## src/rtl/ddr_mbus_pkg.sv

```systemverilog
// Shared types and helpers for the DDR3 mbus arbiters.
package ddr_mbus_pkg;

    // Arbiter FSM encoding.
    typedef enum logic [1:0] {
        ST_IDLE = 2'd0,
        ST_REQ  = 2'd1,
        ST_XFER = 2'd2
    } state_e;

    localparam logic MODE_FIXED = 1'b0;
    localparam logic MODE_RR    = 1'b1;

    // Ceiling log2, never less than 1 so counters always have a bit.
    function automatic int unsigned clog2(input int unsigned value);
        int unsigned r;
        r = 0;
        for (int i = 0; i < 32; i++) begin
            if ((32'd1 << i) < value) r = i + 1;
        end
        return (r == 0) ? 1 : r;
    endfunction

endpackage

```

## src/rtl/mbus_arb_pick.sv

```systemverilog
// Combinational winner selection: round-robin from a pointer, or fixed
// priority where aged requesters pre-empt the lowest-index requester.
module mbus_arb_pick
    import ddr_mbus_pkg::*;
#(
    parameter int unsigned NUM_CH = 4,
    parameter int unsigned PTR_W  = 2
) (
    input  logic [NUM_CH-1:0] req_i,
    input  logic [PTR_W-1:0]  ptr_i,
    input  logic [NUM_CH-1:0] aged_i,
    input  logic              mode_i,
    output logic [NUM_CH-1:0] winner_o
);

    logic              found;
    logic [NUM_CH-1:0] aged_req;
    logic [NUM_CH-1:0] cand;

    // One-hot pick; RR uses two passes (from ptr upward, then wrap to 0).
    always_comb begin
        winner_o = '0;
        found    = 1'b0;
        aged_req = req_i & aged_i;
        cand     = req_i;
        if (mode_i == MODE_RR) begin
            for (int j = 0; j < int'(NUM_CH); j++) begin
                if (!found && req_i[j] && (j >= int'(ptr_i))) begin
                    winner_o[j] = 1'b1;
                    found       = 1'b1;
                end
            end
            for (int j = 0; j < int'(NUM_CH); j++) begin
                if (!found && req_i[j]) begin
                    winner_o[j] = 1'b1;
                    found       = 1'b1;
                end
            end
        end else begin
            if (|aged_req) cand = aged_req;
            for (int j = 0; j < int'(NUM_CH); j++) begin
                if (!found && cand[j]) begin
                    winner_o[j] = 1'b1;
                    found       = 1'b1;
                end
            end
        end
    end

endmodule

```

## src/rtl/ddr_mbus_wr_arbiter.sv

```systemverilog
// N-channel arbiter in front of the single DDR3 write mbus port.
module ddr_mbus_wr_arbiter
    import ddr_mbus_pkg::*;
#(
    parameter int unsigned NUM_CH      = 4,
    parameter int unsigned ADDR_W      = 28,
    parameter int unsigned DATA_W      = 128,
    parameter int unsigned MAX_WAIT    = 7,
    parameter int unsigned REQ_TIMEOUT = 1023
) (
    input  logic                     i_clk,
    input  logic                     i_rst,
    input  logic                     i_mode,
    input  logic [NUM_CH-1:0]        i_wrq,
    input  logic [NUM_CH*ADDR_W-1:0] i_waddr,
    input  logic [NUM_CH*DATA_W-1:0] i_wdata,
    input  logic [NUM_CH-1:0]        i_wready,
    output logic [NUM_CH-1:0]        o_wsel,
    output logic                     o_m_wrq,
    output logic [ADDR_W-1:0]        o_m_waddr,
    output logic [DATA_W-1:0]        o_m_wdata,
    output logic                     o_m_wready,
    input  logic                     i_m_wbusy,
    input  logic                     i_m_wdata_rq,
    output logic [NUM_CH-1:0]        o_wdata_rq,
    output logic                     o_timeout
);

    localparam int unsigned PTR_W  = clog2(NUM_CH);
    localparam int unsigned WAIT_W = clog2(MAX_WAIT + 1);
    localparam int unsigned TMO_W  = clog2(REQ_TIMEOUT);

    state_e              state_q, state_d;
    logic [NUM_CH-1:0]   wsel_q, wsel_d;
    logic                m_wrq_q, m_wrq_d;
    logic [ADDR_W-1:0]   waddr_q, waddr_d;
    logic [PTR_W-1:0]    ptr_q, ptr_d;
    logic [TMO_W-1:0]    tmo_q, tmo_d;
    logic                timeout_q, timeout_d;
    logic [WAIT_W-1:0]   wait_cnt_q [NUM_CH];
    logic [WAIT_W-1:0]   wait_cnt_d [NUM_CH];

    logic [NUM_CH-1:0]   aged;
    logic [NUM_CH-1:0]   winner;
    logic [ADDR_W-1:0]   waddr_win;
    logic                grant;
    int                  win_idx;

    mbus_arb_pick #(
        .NUM_CH (NUM_CH),
        .PTR_W  (PTR_W)
    ) u_pick (
        .req_i    (i_wrq),
        .ptr_i    (ptr_q),
        .aged_i   (aged),
        .mode_i   (i_mode),
        .winner_o (winner)
    );

    // Aged mask, winner index and winner address (AND-OR on one-hot winner).
    always_comb begin
        aged      = '0;
        win_idx   = 0;
        waddr_win = '0;
        for (int k = 0; k < int'(NUM_CH); k++) begin
            aged[k]   = (wait_cnt_q[k] == WAIT_W'(MAX_WAIT));
            if (winner[k]) win_idx = k;
            waddr_win = waddr_win | (i_waddr[k*ADDR_W +: ADDR_W] & {ADDR_W{winner[k]}});
        end
    end

    // FSM next state, grant latching, timeout and anti-starvation counters.
    always_comb begin
        state_d    = state_q;
        wsel_d     = wsel_q;
        m_wrq_d    = m_wrq_q;
        waddr_d    = waddr_q;
        ptr_d      = ptr_q;
        tmo_d      = tmo_q;
        timeout_d  = 1'b0;
        wait_cnt_d = wait_cnt_q;
        grant      = 1'b0;

        case (state_q)
            ST_IDLE: begin
                tmo_d = '0;
                if (|i_wrq) begin
                    grant   = 1'b1;
                    state_d = ST_REQ;
                    wsel_d  = winner;
                    m_wrq_d = 1'b1;
                    waddr_d = waddr_win;
                    if (i_mode == MODE_RR) begin
                        ptr_d = (win_idx == int'(NUM_CH) - 1) ? '0 : PTR_W'(win_idx + 1);
                    end
                end
            end
            ST_REQ: begin
                if (i_m_wbusy) begin
                    state_d = ST_XFER;
                    m_wrq_d = 1'b0;
                    tmo_d   = '0;
                end else if (tmo_q == TMO_W'(REQ_TIMEOUT - 1)) begin
                    // Controller never answered: drop the grant, leave wait counters alone.
                    state_d   = ST_IDLE;
                    wsel_d    = '0;
                    m_wrq_d   = 1'b0;
                    tmo_d     = '0;
                    timeout_d = 1'b1;
                end else begin
                    tmo_d = tmo_q + TMO_W'(1);
                end
            end
            ST_XFER: begin
                if (!i_m_wbusy) begin
                    state_d = ST_IDLE;
                    wsel_d  = '0;
                end
            end
            default: begin
                state_d = ST_IDLE;
                wsel_d  = '0;
                m_wrq_d = 1'b0;
            end
        endcase

        for (int k = 0; k < int'(NUM_CH); k++) begin
            if (!i_wrq[k] || (grant && i_mode == MODE_RR)) begin
                wait_cnt_d[k] = '0;
            end else if (grant) begin
                if (winner[k]) begin
                    wait_cnt_d[k] = '0;
                end else if (wait_cnt_q[k] != WAIT_W'(MAX_WAIT)) begin
                    wait_cnt_d[k] = wait_cnt_q[k] + WAIT_W'(1);
                end
            end
        end
    end

    // State registers with asynchronous reset.
    always_ff @(posedge i_clk or posedge i_rst) begin
        if (i_rst) begin
            state_q   <= ST_IDLE;
            wsel_q    <= '0;
            m_wrq_q   <= 1'b0;
            waddr_q   <= '0;
            ptr_q     <= '0;
            tmo_q     <= '0;
            timeout_q <= 1'b0;
            for (int k = 0; k < int'(NUM_CH); k++) wait_cnt_q[k] <= '0;
        end else begin
            state_q    <= state_d;
            wsel_q     <= wsel_d;
            m_wrq_q    <= m_wrq_d;
            waddr_q    <= waddr_d;
            ptr_q      <= ptr_d;
            tmo_q      <= tmo_d;
            timeout_q  <= timeout_d;
            wait_cnt_q <= wait_cnt_d;
        end
    end

    // Data/ready/data-request steering by the held grant; all zero without a grant.
    always_comb begin
        o_m_wdata  = '0;
        o_m_wready = 1'b0;
        for (int k = 0; k < int'(NUM_CH); k++) begin
            o_m_wdata  = o_m_wdata | (i_wdata[k*DATA_W +: DATA_W] & {DATA_W{wsel_q[k]}});
            o_m_wready = o_m_wready | (i_wready[k] & wsel_q[k]);
        end
        o_wdata_rq = wsel_q & {NUM_CH{i_m_wdata_rq}};
    end

    assign o_wsel    = wsel_q;
    assign o_m_wrq   = m_wrq_q;
    assign o_m_waddr = waddr_q;
    assign o_timeout = timeout_q;

endmodule

```

## config.mk

```make
export PLATFORM = sky130hd
export DESIGN_NAME = ddr_mbus_wr_arbiter
export DESIGN_NICKNAME = d
export VERILOG_FILES = /design/src/rtl/ddr_mbus_pkg.sv /design/src/rtl/mbus_arb_pick.sv /design/src/rtl/ddr_mbus_wr_arbiter.sv
export SDC_FILE = /design/constraint.sdc
export NUM_CORES = 1
export LEC_CHECK = 0
export CAP_MARGIN = 40
export CORE_AREA = 2 2 316 318
export CTS_CLUSTER_SIZE = 10
export DETAILED_ROUTE_END_ITERATION = 12
export DIE_AREA = 0 0 318 320
export GPL_TIMING_DRIVEN = 0
export SKIP_CTS_REPAIR_TIMING = 1
export SYNTH_ARGS = -nofsm -noshare
export SYNTH_HDL_FRONTEND = slang
export SYNTH_SLANG_ARGS = --single-unit
```

## constraint.sdc

```tcl
create_clock -name i_clk -period 2.4 [get_ports i_clk]
set_clock_uncertainty 0.2 [all_clocks]
set_input_delay 0.24 -clock i_clk [delete_from_list [all_inputs] [get_ports i_clk]]
set_output_delay 0.24 -clock i_clk [all_outputs]
set_load 0.1 [all_outputs]
```

==> results.cfg <==
[run_status]
status = complete, but fails checks
violations = setup timing

[timing]
period_needed_ps = 2816
fin_crit_sh = 1.173
rsz0062_at_grt = yes
setup_viol = 55
maxSlewHeadroom = 0.4047
tightest_slew_ps = 892.9
fmax_mhz = 355.1
maxSlewViolCount = 0
timing.hold.ws_ps = 25.95
hold_viol_final = 0
fin_ws_ps = -416.2

[cts]
worstSkewPairLatency_ps = 360
htreeDepth = 3
clk_pin_slew_ps = 60
cts-buffers-inserted = 9
cts.sinks = 60
root_buffer = clkbuf_16
cts_tree = built
clockBufferDepth = 2

[yosys]
ys_ff_latch = 60
synthesis.area_um2 = 6376
synth.area.top_cells = a22oi_1 34%, dfrtp_1 24%, nand2_1 10%, a221oi_2 4.9%, clkbuf_1 3.6%
yosysMostFrequentCell = a22oi_1
async_flop_share = 1.000
ys_warn_count = 0
synth.distinct_cells = 54
synth_edf_count = 0
synth.largest_area_cell = a22oi_1
synth_fp_nets = 1485
postSynthAreaPerCell_um2 = 7.609
yosys-top-cells-count = 289 x a22oi_1, 174 x nand2_1, 62 x clkbuf_1
synthesis.instances = 838
synth-seq-area-share = 0.2355
synth_top_cell_area_share = 0.3403
synthFlopType = dfrtp_1

[pwr]
powerDensity_nw_per_um2 = 1797
vdd_drop_max_mv = 1.180
leakagePower_nw = 8.143

[global_route]
grt_max_degree = 46
grt_pass1_vias = 12359
grt_use_total = 0.1761
antenna_found_initial = 53
gr-total-overflow = 0
grt_pass1_wl_mm = 118.6

[routing]
wl_met3_mm = 8.555
wl_per_cell_um = 31.50
drt_pass1_iterations = 5
final_antenna_net_count = 0
wirelength_mm = 95.90
vias_per_cell = 3.939
vias = 11994
wl_met2_mm = 45.69
wl_met1_mm = 36.78
highest_layer = met5
route.detailed.drc = 0
drtIter0Drc = 736

[critical_path]
cpPeakStageDelay_ps = 550
critical_path_required_ps = 1960
cp.arrival_ps = 2380
crit_slowest_cell = a22oi_2
criticalPathCategory = reg2out
critPathLaunchType = flop
end_kind = output port
crit_fanout = 10
cp_common_cell = buf_12
path_cells = buf_12 -> buf_8 -> buf_8 -> buf_12 -> a22oi_2 -> nand2_4 -> buf_12

[job]
cap_violations = 0

[final_layout]
area.growth.synth_to_final_pct = 250.0
drive_above_1_share = 0.4045
fillers = 10440
layout.nets = 2375

[place]
portBuffers = 799
dp_slack_ps = -1453
gp_congestion = 0.9899
dp_hpwl_mm = 84.40

[die]
core_area_um2 = 97990
dieArea_um2 = 101800
num_rows = 115
die_w_um = 318
start_util = 0.06507
io_pins = 804
die_h_um = 320

[hold_path]
hold_path.class = in2reg
[flip-flops by register name, indices dropped and copies added, names as in the netlist]
register and flops:
o_m_waddr 28, ptr_q 2, o_timeout 1, o_m_wrq 1, o_wsel 4, wait_cnt_q 12
tmo_q 10, state_q 2
[cells in the final DEF, fill, tap and decap left out, types with 5 or more instances in the layout]
master	instances
nand3_1	5
o21ai_1	11
a22oi_1	76
clkbuf_1	5
clkbuf_16	13
nand2_1	59
a22oi_2	214
diode_2	25
buf_4	33
a221oi_2	21
clkbuf_4	10
nand2_4	93
a31oi_1	25
buf_8	47
inv_1	9
a221o_1	5
buf_2	10
nor2_1	53
nor2b_1	7
buf_16	116
nand2_2	23
clkdlybuf4s50_1	665
clkbuf_2	5
dfrtp_1	56
a221oi_4	7
buf_6	31
buf_12	40
a21oi_1	6
[kinds of logic (layout without fill, tap and decap cells)]
| kind of cell | after synthesis | in the layout | synth area share |
|---|---|---|---|
| other | 0 | 25 | 0 |
| DFF | 60 | 60 | 0.2355 |
| xor gates and xnor gates | 2 | 2 | 0.002748 |
| buffers and inverters | 101 | 996 | 0.07104 |
| adders and majority gates | 10 | 10 | 0.01962 |
| muxes | 3 | 3 | 0.004710 |
| and+or+nand+nor | 264 | 264 | 0.1735 |
| AOI/OAI and AO/OA | 398 | 398 | 0.4929 |
[per-stage QoR]
stage	utilization	setup TNS [ps]	power [mW]	area, µm²	std cells
after detailed placement	0.2118	-135980	38.51	20760	3104
after floorplan	-	0	19.45	7049	838
after global placement	0.1700	-318620	29.04	16660	2924
final	0.2277	-6027	40.09	22310	3045
after global routing	0.2274	-9142	41.09	22280	3032
after CTS	0.2149	-182830	40.16	21060	3120
[metal layers]
| layer | track usage | vias to the layer above |
|---|---|---|
| li1 | - | 5094 |
| met1 | 0.2039 | 5909 |
| met2 | 0.3000 | 809 |
| met3 | 0.05547 | 158 |
| met4 | 0.07069 | 24 |
| met5 | 0 | - |
[final cells by class]
| type | instances | area, µm² | share of cell area |
|---|---|---|---|
| antenna | 25 | 62.56 | 0.002804 |
| tap | 1287 | 1610 | 0.07217 |
| multi-input combinational | 677 | 6513 | 0.2919 |
| timing repair buffer | 884 | 11350 | 0.5087 |
| buffer | 86 | 927.1 | 0.04155 |
| clock buffer | 11 | 242.7 | 0.01088 |
| clock inverter | 5 | 61.31 | 0.002748 |
| inverter | 10 | 40.04 | 0.001794 |
| sequential | 60 | 1506 | 0.06751 |
[final timing paths]
| check | slack, ps | startpoint | cells after the start | to |
|---|---|---|---|---|
| min reg2reg | 280 | tmo_q[9] | 1 | tmo_q[9] |
| max in group asynchronous | 880 | i_rst | 4 | o_wsel[0] |
| min | 30 | i_wrq[3] | 3 | wait_cnt_q[0] |
| max reg2reg | -160 | wait_cnt_q[0] | 10 | o_m_waddr[3] |
| min in group asynchronous | 540 | i_rst | 3 | o_m_waddr[10] |
| max | -420 | o_wsel[0] | 7 | o_m_wdata[121] |
[worst max-delay path, delay by kind of cell, from the launching register on]
kind,cells,cell delay [ps]
buffers and inverters,5,810
AOI/OAI and AO/OA,1,550
DFF,1,500
and+or+nand+nor,1,110
[power breakdown]
group	leakage [nW]	switching (mW)	internal (mW)	total, mW
clock network	0.138	0.606	0.836	1.44
logic	7.26	23.6	13.4	37.0
registers	0.745	0.303	1.38	1.68
Power figures use the tool's default switching activity.
